===== src/rtl/mips_mc_pkg.sv =====
// Shared types and constants for the multicycle MIPS controller: state codes,
// opcode/funct values, aluop encodings and the supported-opcode check.
package mips_mc_pkg;

  typedef enum logic [3:0] {
    S_FETCH   = 4'd0,
    S_DECODE  = 4'd1,
    S_MEMADR  = 4'd2,
    S_MEMRD   = 4'd3,
    S_MEMWB   = 4'd4,
    S_MEMWR   = 4'd5,
    S_RTYPEEX = 4'd6,
    S_RTYPEWB = 4'd7,
    S_BEQEX   = 4'd8,
    S_ADDIEX  = 4'd9,
    S_ADDIWB  = 4'd10,
    S_JEX     = 4'd11
  } state_e;

  localparam logic [5:0] OP_RTYPE = 6'b000000;
  localparam logic [5:0] OP_LW    = 6'b100011;
  localparam logic [5:0] OP_SW    = 6'b101011;
  localparam logic [5:0] OP_BEQ   = 6'b000100;
  localparam logic [5:0] OP_ADDI  = 6'b001000;
  localparam logic [5:0] OP_J     = 6'b000010;

  localparam logic [5:0] FN_ADD = 6'b100000;
  localparam logic [5:0] FN_SUB = 6'b100010;
  localparam logic [5:0] FN_AND = 6'b100100;
  localparam logic [5:0] FN_OR  = 6'b100101;
  localparam logic [5:0] FN_SLT = 6'b101010;

  localparam logic [1:0] ALUOP_ADD   = 2'b00;
  localparam logic [1:0] ALUOP_SUB   = 2'b01;
  localparam logic [1:0] ALUOP_FUNCT = 2'b10;

  localparam logic [2:0] ALU_AND = 3'b000;
  localparam logic [2:0] ALU_OR  = 3'b001;
  localparam logic [2:0] ALU_ADD = 3'b010;
  localparam logic [2:0] ALU_SUB = 3'b110;
  localparam logic [2:0] ALU_SLT = 3'b111;

  function automatic logic op_supported(input logic [5:0] opc);
    case (opc)
      OP_RTYPE, OP_LW, OP_SW, OP_BEQ, OP_ADDI, OP_J: op_supported = 1'b1;
      default:                                       op_supported = 1'b0;
    endcase
  endfunction

endpackage


===== src/rtl/mips_mc_aludec.sv =====
// ALU operation decode from aluop and funct; purely combinational, no backpressure.
module mips_mc_aludec
  import mips_mc_pkg::*;
(
  input  logic [1:0] aluop,
  input  logic [5:0] funct,
  output logic [2:0] alucontrol
);

  always_comb begin
    alucontrol = ALU_ADD;
    case (aluop)
      ALUOP_SUB: alucontrol = ALU_SUB;
      ALUOP_FUNCT: begin
        case (funct)
          FN_ADD:  alucontrol = ALU_ADD;
          FN_SUB:  alucontrol = ALU_SUB;
          FN_AND:  alucontrol = ALU_AND;
          FN_OR:   alucontrol = ALU_OR;
          FN_SLT:  alucontrol = ALU_SLT;
          default: alucontrol = ALU_ADD;
        endcase
      end
      default: alucontrol = ALU_ADD;
    endcase
  end

endmodule


===== src/rtl/mips_mc_ctrl.sv =====
// Multicycle MIPS control FSM; outputs decode the current state (3-5 cycles/instr).
// Define MIPS_MC_MEMWAIT_EN to stall FETCH/MEMRD/MEMWR until mem_ready.
module mips_mc_ctrl
  import mips_mc_pkg::*;
(
  input  logic       clk,
  input  logic       reset,
  input  logic [5:0] op,
  input  logic [5:0] funct,
  input  logic       zero,
  input  logic       mem_ready,
  output logic       iord,
  output logic       memwrite,
  output logic       irwrite,
  output logic       regdst,
  output logic       memtoreg,
  output logic       regwrite,
  output logic       alusrca,
  output logic [1:0] alusrcb,
  output logic [1:0] pcsrc,
  output logic       pcen,
  output logic [2:0] alucontrol,
  output logic       instr_done,
  output logic       illegal_op,
  output logic [3:0] state
);

  state_e     state_q, state_d;
  logic       mem_rdy;
  logic       pcwrite, branch;
  logic       irwrite_s, memwrite_s, regwrite_s;
  logic [1:0] aluop;

`ifdef MIPS_MC_MEMWAIT_EN
  assign mem_rdy = mem_ready;
`else
  logic unused_mem_ready;
  assign unused_mem_ready = mem_ready;
  assign mem_rdy = 1'b1;
`endif

  always_comb begin
    state_d = state_q;
    case (state_q)
      S_FETCH: if (mem_rdy) state_d = S_DECODE;
      S_DECODE: begin
        case (op)
          OP_LW, OP_SW: state_d = S_MEMADR;
          OP_RTYPE:     state_d = S_RTYPEEX;
          OP_BEQ:       state_d = S_BEQEX;
          OP_ADDI:      state_d = S_ADDIEX;
          OP_J:         state_d = S_JEX;
          default:      state_d = S_FETCH;
        endcase
      end
      S_MEMADR:  state_d = (op == OP_LW) ? S_MEMRD : S_MEMWR;
      S_MEMRD:   if (mem_rdy) state_d = S_MEMWB;
      S_MEMWR:   if (mem_rdy) state_d = S_FETCH;
      S_RTYPEEX: state_d = S_RTYPEWB;
      S_ADDIEX:  state_d = S_ADDIWB;
      default:   state_d = S_FETCH;
    endcase
  end

  always_ff @(posedge clk or negedge reset) begin
    if (!reset) state_q <= S_FETCH;
    else        state_q <= state_d;
  end

  always_comb begin
    iord       = 1'b0;
    memwrite_s = 1'b0;
    irwrite_s  = 1'b0;
    regdst     = 1'b0;
    memtoreg   = 1'b0;
    regwrite_s = 1'b0;
    alusrca    = 1'b0;
    alusrcb    = 2'b00;
    pcsrc      = 2'b00;
    pcwrite    = 1'b0;
    branch     = 1'b0;
    aluop      = ALUOP_ADD;
    instr_done = 1'b0;
    illegal_op = 1'b0;
    case (state_q)
      S_FETCH: begin
        irwrite_s = mem_rdy;
        pcwrite   = mem_rdy;
        alusrcb   = 2'b01;
      end
      S_DECODE: begin
        alusrcb    = 2'b11;
        illegal_op = ~op_supported(op);
      end
      S_MEMADR: begin
        alusrca = 1'b1;
        alusrcb = 2'b10;
      end
      S_MEMRD: iord = 1'b1;
      // Strobe stays up for the whole wait; completion is only the ready cycle.
      S_MEMWR: begin
        iord       = 1'b1;
        memwrite_s = 1'b1;
        instr_done = mem_rdy;
      end
      S_MEMWB: begin
        memtoreg   = 1'b1;
        regwrite_s = 1'b1;
        instr_done = 1'b1;
      end
      S_RTYPEEX: begin
        alusrca = 1'b1;
        aluop   = ALUOP_FUNCT;
      end
      S_RTYPEWB: begin
        regdst     = 1'b1;
        regwrite_s = 1'b1;
        instr_done = 1'b1;
      end
      S_BEQEX: begin
        alusrca    = 1'b1;
        aluop      = ALUOP_SUB;
        pcsrc      = 2'b01;
        branch     = 1'b1;
        instr_done = 1'b1;
      end
      S_ADDIEX: begin
        alusrca = 1'b1;
        alusrcb = 2'b10;
      end
      S_ADDIWB: begin
        regwrite_s = 1'b1;
        instr_done = 1'b1;
      end
      S_JEX: begin
        pcsrc      = 2'b10;
        pcwrite    = 1'b1;
        instr_done = 1'b1;
      end
      default: ;
    endcase
  end

  mips_mc_aludec u_aludec (
    .aluop      (aluop),
    .funct      (funct),
    .alucontrol (alucontrol)
  );

  // Write enables are killed by reset without waiting for the state flop.
  assign irwrite  = irwrite_s & reset;
  assign memwrite = memwrite_s & reset;
  assign regwrite = regwrite_s & reset;
  assign pcen     = (pcwrite | (branch & zero)) & reset;
  assign state    = state_q;

endmodule

===== config.mk =====
export PLATFORM = sky130hd
export DESIGN_NAME = mips_mc_ctrl
export DESIGN_NICKNAME = d
export VERILOG_FILES = /design/src/rtl/mips_mc_pkg.sv /design/src/rtl/mips_mc_aludec.sv /design/src/rtl/mips_mc_ctrl.sv
export SDC_FILE = /design/constraint.sdc
export NUM_CORES = 1
export LEC_CHECK = 0
export CORE_AREA = 2 2 45 47
export DETAILED_ROUTE_END_ITERATION = 10
export DIE_AREA = 0 0 47 49
export PLACE_DENSITY = 0.8
export SLEW_MARGIN = 15
export SYNTH_ARGS = -nofsm -noshare
export SYNTH_HDL_FRONTEND = slang
export SYNTH_SLANG_ARGS = --single-unit
export TNS_END_PERCENT = 30

===== constraint.sdc =====
create_clock -name clk -period 2.4 [get_ports clk]
set_input_delay 0.48 -clock clk [delete_from_list [all_inputs] [get_ports clk]]
set_output_delay 0.48 -clock clk [all_outputs]
set_load 0.1 [all_outputs]

==> Word-level counts from Yosys, hierarchy flattened <==
Index checks and enable logic that the tools add are counted.
{ "totals": {"output_inout_bits": 21, "regBits": 4, "inputBits": 16} }
{ "op_classes": {"n_eq_ne": 22, "mux": 21, "reduce_logical": 10, "bitwise_logic": 7} }
{ "ops": {"columns": ["operator", "count"], "rows": [
  ["$eq A6 B6 Y1 const B", 6],
  ["$pmux W4 S6", 1],
  ["$pmux W4 S5", 1],
  ["$eq A4 B3 Y1 const B", 4],
  ["$eq A4 B4 Y1 const B", 4],
  ["$mux W1", 13],
  ["$pmux W3 S4", 1],
  ["$reduce_or A6 Y1", 2],
  ["$eq A4 B2 Y1 const B", 2],
  ["$pmux W2 S2", 2],
  ["$reduce_or A2 Y1", 4],
  ["$eq A6 B2 Y1 const B", 1],
  ["$eq A6 B3 Y1 const B", 1],
  ["$eq A6 B4 Y1 const B", 1],
  ["$logic_not A6 Y1", 1],
  ["$pmux W2 S3", 1],
  ["$pmux W3 S2", 1],
  ["$and A1 B1 Y1", 5],
  ["$eq A4 B1 Y1 const B", 1],
  ["$logic_not A4 Y1", 1],
  ["$reduce_or A4 Y1", 1],
  ["$mux W3", 1],
  ["$reduce_or A3 Y1", 1],
  ["$eq A2 B1 Y1 const B", 1],
  ["other kinds (3)", 3]
]} }

==> Longest topological paths before layout <==
{ "depth": {"word_depth": 6, "mapped_depth": 7, "mapped_depth_nobuf": 6} }

==> Modules after synthesis <==
Synthesis repeated with hierarchy kept, for this count alone.
{ "unflattened": {"hier_cells": 83, "area_unflattened_um2": 621.8} }
{ "by_module_without_submodules": {"columns": ["mod", "area_each_um2", "n_inst", "seq_area_each_um2", "cells_per_inst"], "rows": [
  ["mips_mc_ctrl", 503.0, 1, 100.1, 68],
  ["mips_mc_aludec", 118.9, 1, 0.0, 15]
]} }

==> Least setup slack after synthesis <==
OpenSTA, ideal clock, no wires.
{ "synth_path": {"kind": "register to output", "startpoint": "register state_q[3], in the netlist state[3]", "endpoint": "output port alucontrol[2]", "path_stages_with_launch": 8, "arrival_time_ps": 3897, "path_slack_ps": -1977, "t_required_ps": 1920, "n_path_buf": 1, "cell_sequence": "dfrtp_1 buf_2 nand2b_2 nand2b_1 inv_1 ha_1 inv_1 o22ai_1"} }
{ "synth_between": {"elab_chain_len": 4} }
{ "synth_lines": {"columns": ["element", "line_no", "rtl"], "rows": [
  ["start, declared", "mips_mc_ctrl.sv:28", "state_e state_q, state_d;"],
  ["start signal, assigned", "mips_mc_ctrl.sv:67", "else state_q <= state_d;"],
  ["$eq A4 B4 Y1 / $eq A4 B3 Y1 (equally long branches)", "mips_mc_ctrl.sv:85", "case (state_q)"],
  ["$pmux W2 S2 (*)", "mips_mc_ctrl.sv:85", null],
  ["$eq A2 B2 Y1 / $eq A2 B1 Y1 (equally long branches)", "mips_mc_aludec.sv:12", "case (aluop)"],
  ["$pmux W3 S2 (*)", "mips_mc_aludec.sv:12", null],
  ["end, declared", "mips_mc_ctrl.sv:22", "output logic [2:0] alucontrol,"]
]} }
Mark *: on every way between the ends. The rest lies on a longest branch, timed or not.

==> Worst setup path in the final report <==
{ "layout_path": {"startpoint": "register state_q[0], in the netlist state[0]", "endpoint": "output port alucontrol[2]"} }
Same word-level chain as after synthesis.

==> reports/results.ini <==
[placed_design]
dp_cells=145
dpl_cell_area_sq_um=1280
gp_congestion=0.881
portBuffers=35
dp_hpwl_microns=1600

[global_routing]
track_usage_pct=20.5
grt_antenna_before_repair=0
grt_start_max_net_pins=11
grt_first_pass_wirelength_microns=3490
grt_overflow=0
grt_pass1_vias=823

[timing]
slew_violations=0
clock_skew_ps=1.95
finalCritPeriodShare_pct=102
tightest_slew_ps=374
rsz0062_at_grt=true
period_needed_ps=2440
final.setup.worst_slack_ps=-40.7
clock.fmax_mhz=410
relSlewSlack_pct=74.8
setup_viol=2
hold_slack_ps=500
hold_violations=0

[layout]
stdcell_area_sq_um=1400
final_cells=158
nFillCells=119
syn2layout_area_growth_pct=130
antennaDiodeCount=0
largest_reg_flops=4
final_core_util_pct=75.7
drive_above_1_share_pct=53.4
nNetsFinal=151
multi_input_area_sq_um=559
seq_area_sq_um=115

[yosys]
avgSynthCellArea_sq_um=7.49
synth.most_common_cell=nor2_1
synth_edf_count=0
yosysUniqueCellTypes=38
async_reset_ff_share_pct=100
syn_inst=81
synthesis.nets=99
ys_top_cells_by_area=dfrtp_1 16%, nor2_1 4.9%, nand2_1 4.3%
synth_area_sq_um=607
yosysTopAreaCell=dfrtp_1
yosysTopAreaCellShare_pct=16.5
synth-seq-cells=4
yosys_warnings=0
synth_common_cells=8 x nor2_1, 7 x nand2_1, 6 x inv_1, 5 x nor3_1, 4 x dfrtp_1
yosysSeqAreaShare_pct=16.5
synth_top_flop_cell=dfrtp_1

[worst_setup_path]
cp-start-kind=register
r2r_cells=5
cp_cell_sequence=and2b_2 -> nand2_4 -> inv_2 -> ha_4 -> nand3b_1 -> o22ai_4 -> buf_12
crit_cells=7
crit_buf_inv=2
arrival_ps=1960
path_delay_family=simple AND/OR/NAND/NOR gates
path_class=register to output pin
critPathMaxStageDelay_ps=480
endpoint_kind=output pin
crit_fanout=4
r2r-start=state[1]
worst-r2r-setup-slack_ps=940
crit_slowest_cell=dfrtp_4
crit_required_ps=1920
r2r-end=state[2]

[route]
routed_wl_microns=2250
post_drt_wl_per_cell_microns=14.2
vias=832
first_pass_iters=4
viasPerCell=5.27
drcViolationCount=0
postRouteAntennaNets=0
drt_iter0_drc=19

[die]
die_x_microns=47
die_h_microns=49
rows=16
core_sq_um=1840
initial_utilization_pct=32.9
design.die.area_sq_um=2300
num_io_pins=37

[clocking]
clk_path_buf_depth=2
tritoncts=built
clock-root-buffer=clkbuf_4
h-tree-depth=1
clk_pin_slew_ps=40
cts_made_buffers=3
numClockSinks=4
clock_latency_ps=240

[power_and_ir_drop]
ir_drop_uv=1990
swShare_pct=59.8
internal_power_mw=0.603
pwr_density_cell_nw_per_um2=1070
power_frac_clock_pct=5.9
p_leak_nw=0.628
p_sw_mw=0.897
seq_power_share_pct=7.7
p_comb_share_pct=86.4

[job]
cap_viol_max_count=0

[status]
violations=setup timing
outcome=finished with violations

[min_path]
hp-class=input pin to asynchronous set/reset pin

## area by class of cell
type	count	share of cell area, %
timing repair buffer	51	45.5
inverter	7	2.15
multi-input combinational	66	40.1
tap	27	2.42
sequential	4	8.25
clock buffer	3	1.61
## timing repair
item / 4_1_cts / 5_1_grt
gates resized for setup: 4 / 3
buffers inserted: 8 / 2
endpoints found under the hold margin: 0 / 0
setup endpoints to repair: 4 / 4
hold buffers: 0 / 0
pin swaps: 2 / 2
## metal layers
| layer | part of all wire [%] | wire [microns] | track usage, % |
|---|---|---|---|
| met1 | 34 | 757 | 22.4 |
| met5 | 0 | 0 | 0 |
| met2 | 55 | 1230 | 36.8 |
| met3 | 7.1 | 159 | 2.96 |
| met4 | 4.2 | 95 | 8.80 |
## cells in the final DEF, fill, tap and decap left out, types with 2 or more instances in the layout
master           instances
nand2_1                  6
o221ai_1                 2
nand2b_1                 2
clkbuf_4                 3
dlymetal6s2s_1           2
inv_1                    3
inv_2                    3
nor3_2                   2
o211a_1                  2
xor2_1                   3
nor3_1                   4
and3_1                   3
ha_4                     2
a21oi_2                  2
buf_4                   20
nor2_1                   5
buf_12                  17
nand2b_4                 3
clkdlybuf4s50_1         11
nor2_4                   2
nor2_2                   2
o21ai_0                  2
dfrtp_4                  4
nand3_1                  2
## worst max-delay path by stage
stage / from / endpoint / slack, ps
after floorplan: state[2] / alucontrol[1] / -360
after global placement: op[1] / illegal_op / 30
after detailed placement: op[1] / illegal_op / -30
after CTS: state[1] / alucontrol[2] / -10
after global routing: state[0] / alucontrol[2] / -110
final: state[0] / alucontrol[2] / -40
## kinds of logic after synthesis
logic type / count (synthesis) / share of synthesized area, %
AOI/OAI and AO/OA: 17 / 21.2
xor gates and xnor gates: 3 / 4.33
adders and majority gates: 2 / 4.12
buffers and inverters: 11 / 9.69
DFF: 4 / 16.5
and+or+nand+nor: 44 / 44.1
## power groups by stage
stage / combinational, mW / clock [mW] / sequential, mW
finish: 1.30 / 0.0883 / 0.116
global route: 1.33 / 0.0873 / 0.118
CTS: 1.28 / 0.0851 / 0.113
detailed placement: 1.21 / 0 / 0.131
global placement: 1.20 / 0 / 0.130
floorplan: 0.723 / 0 / 0.231
## per-stage QoR
stage / power, mW / setup slack, ps / TNS, ps
finish: 1.50 / -40.7 / -56.5
global route: 1.54 / -106 / -203
CTS: 1.47 / -9.85 / -9.85
detailed placement: 1.34 / -28.5 / -28.5
global placement: 1.33 / 29.4 / 0
floorplan: 0.955 / -364 / -2170
Note: power is estimated with default switching activity, not from simulation.
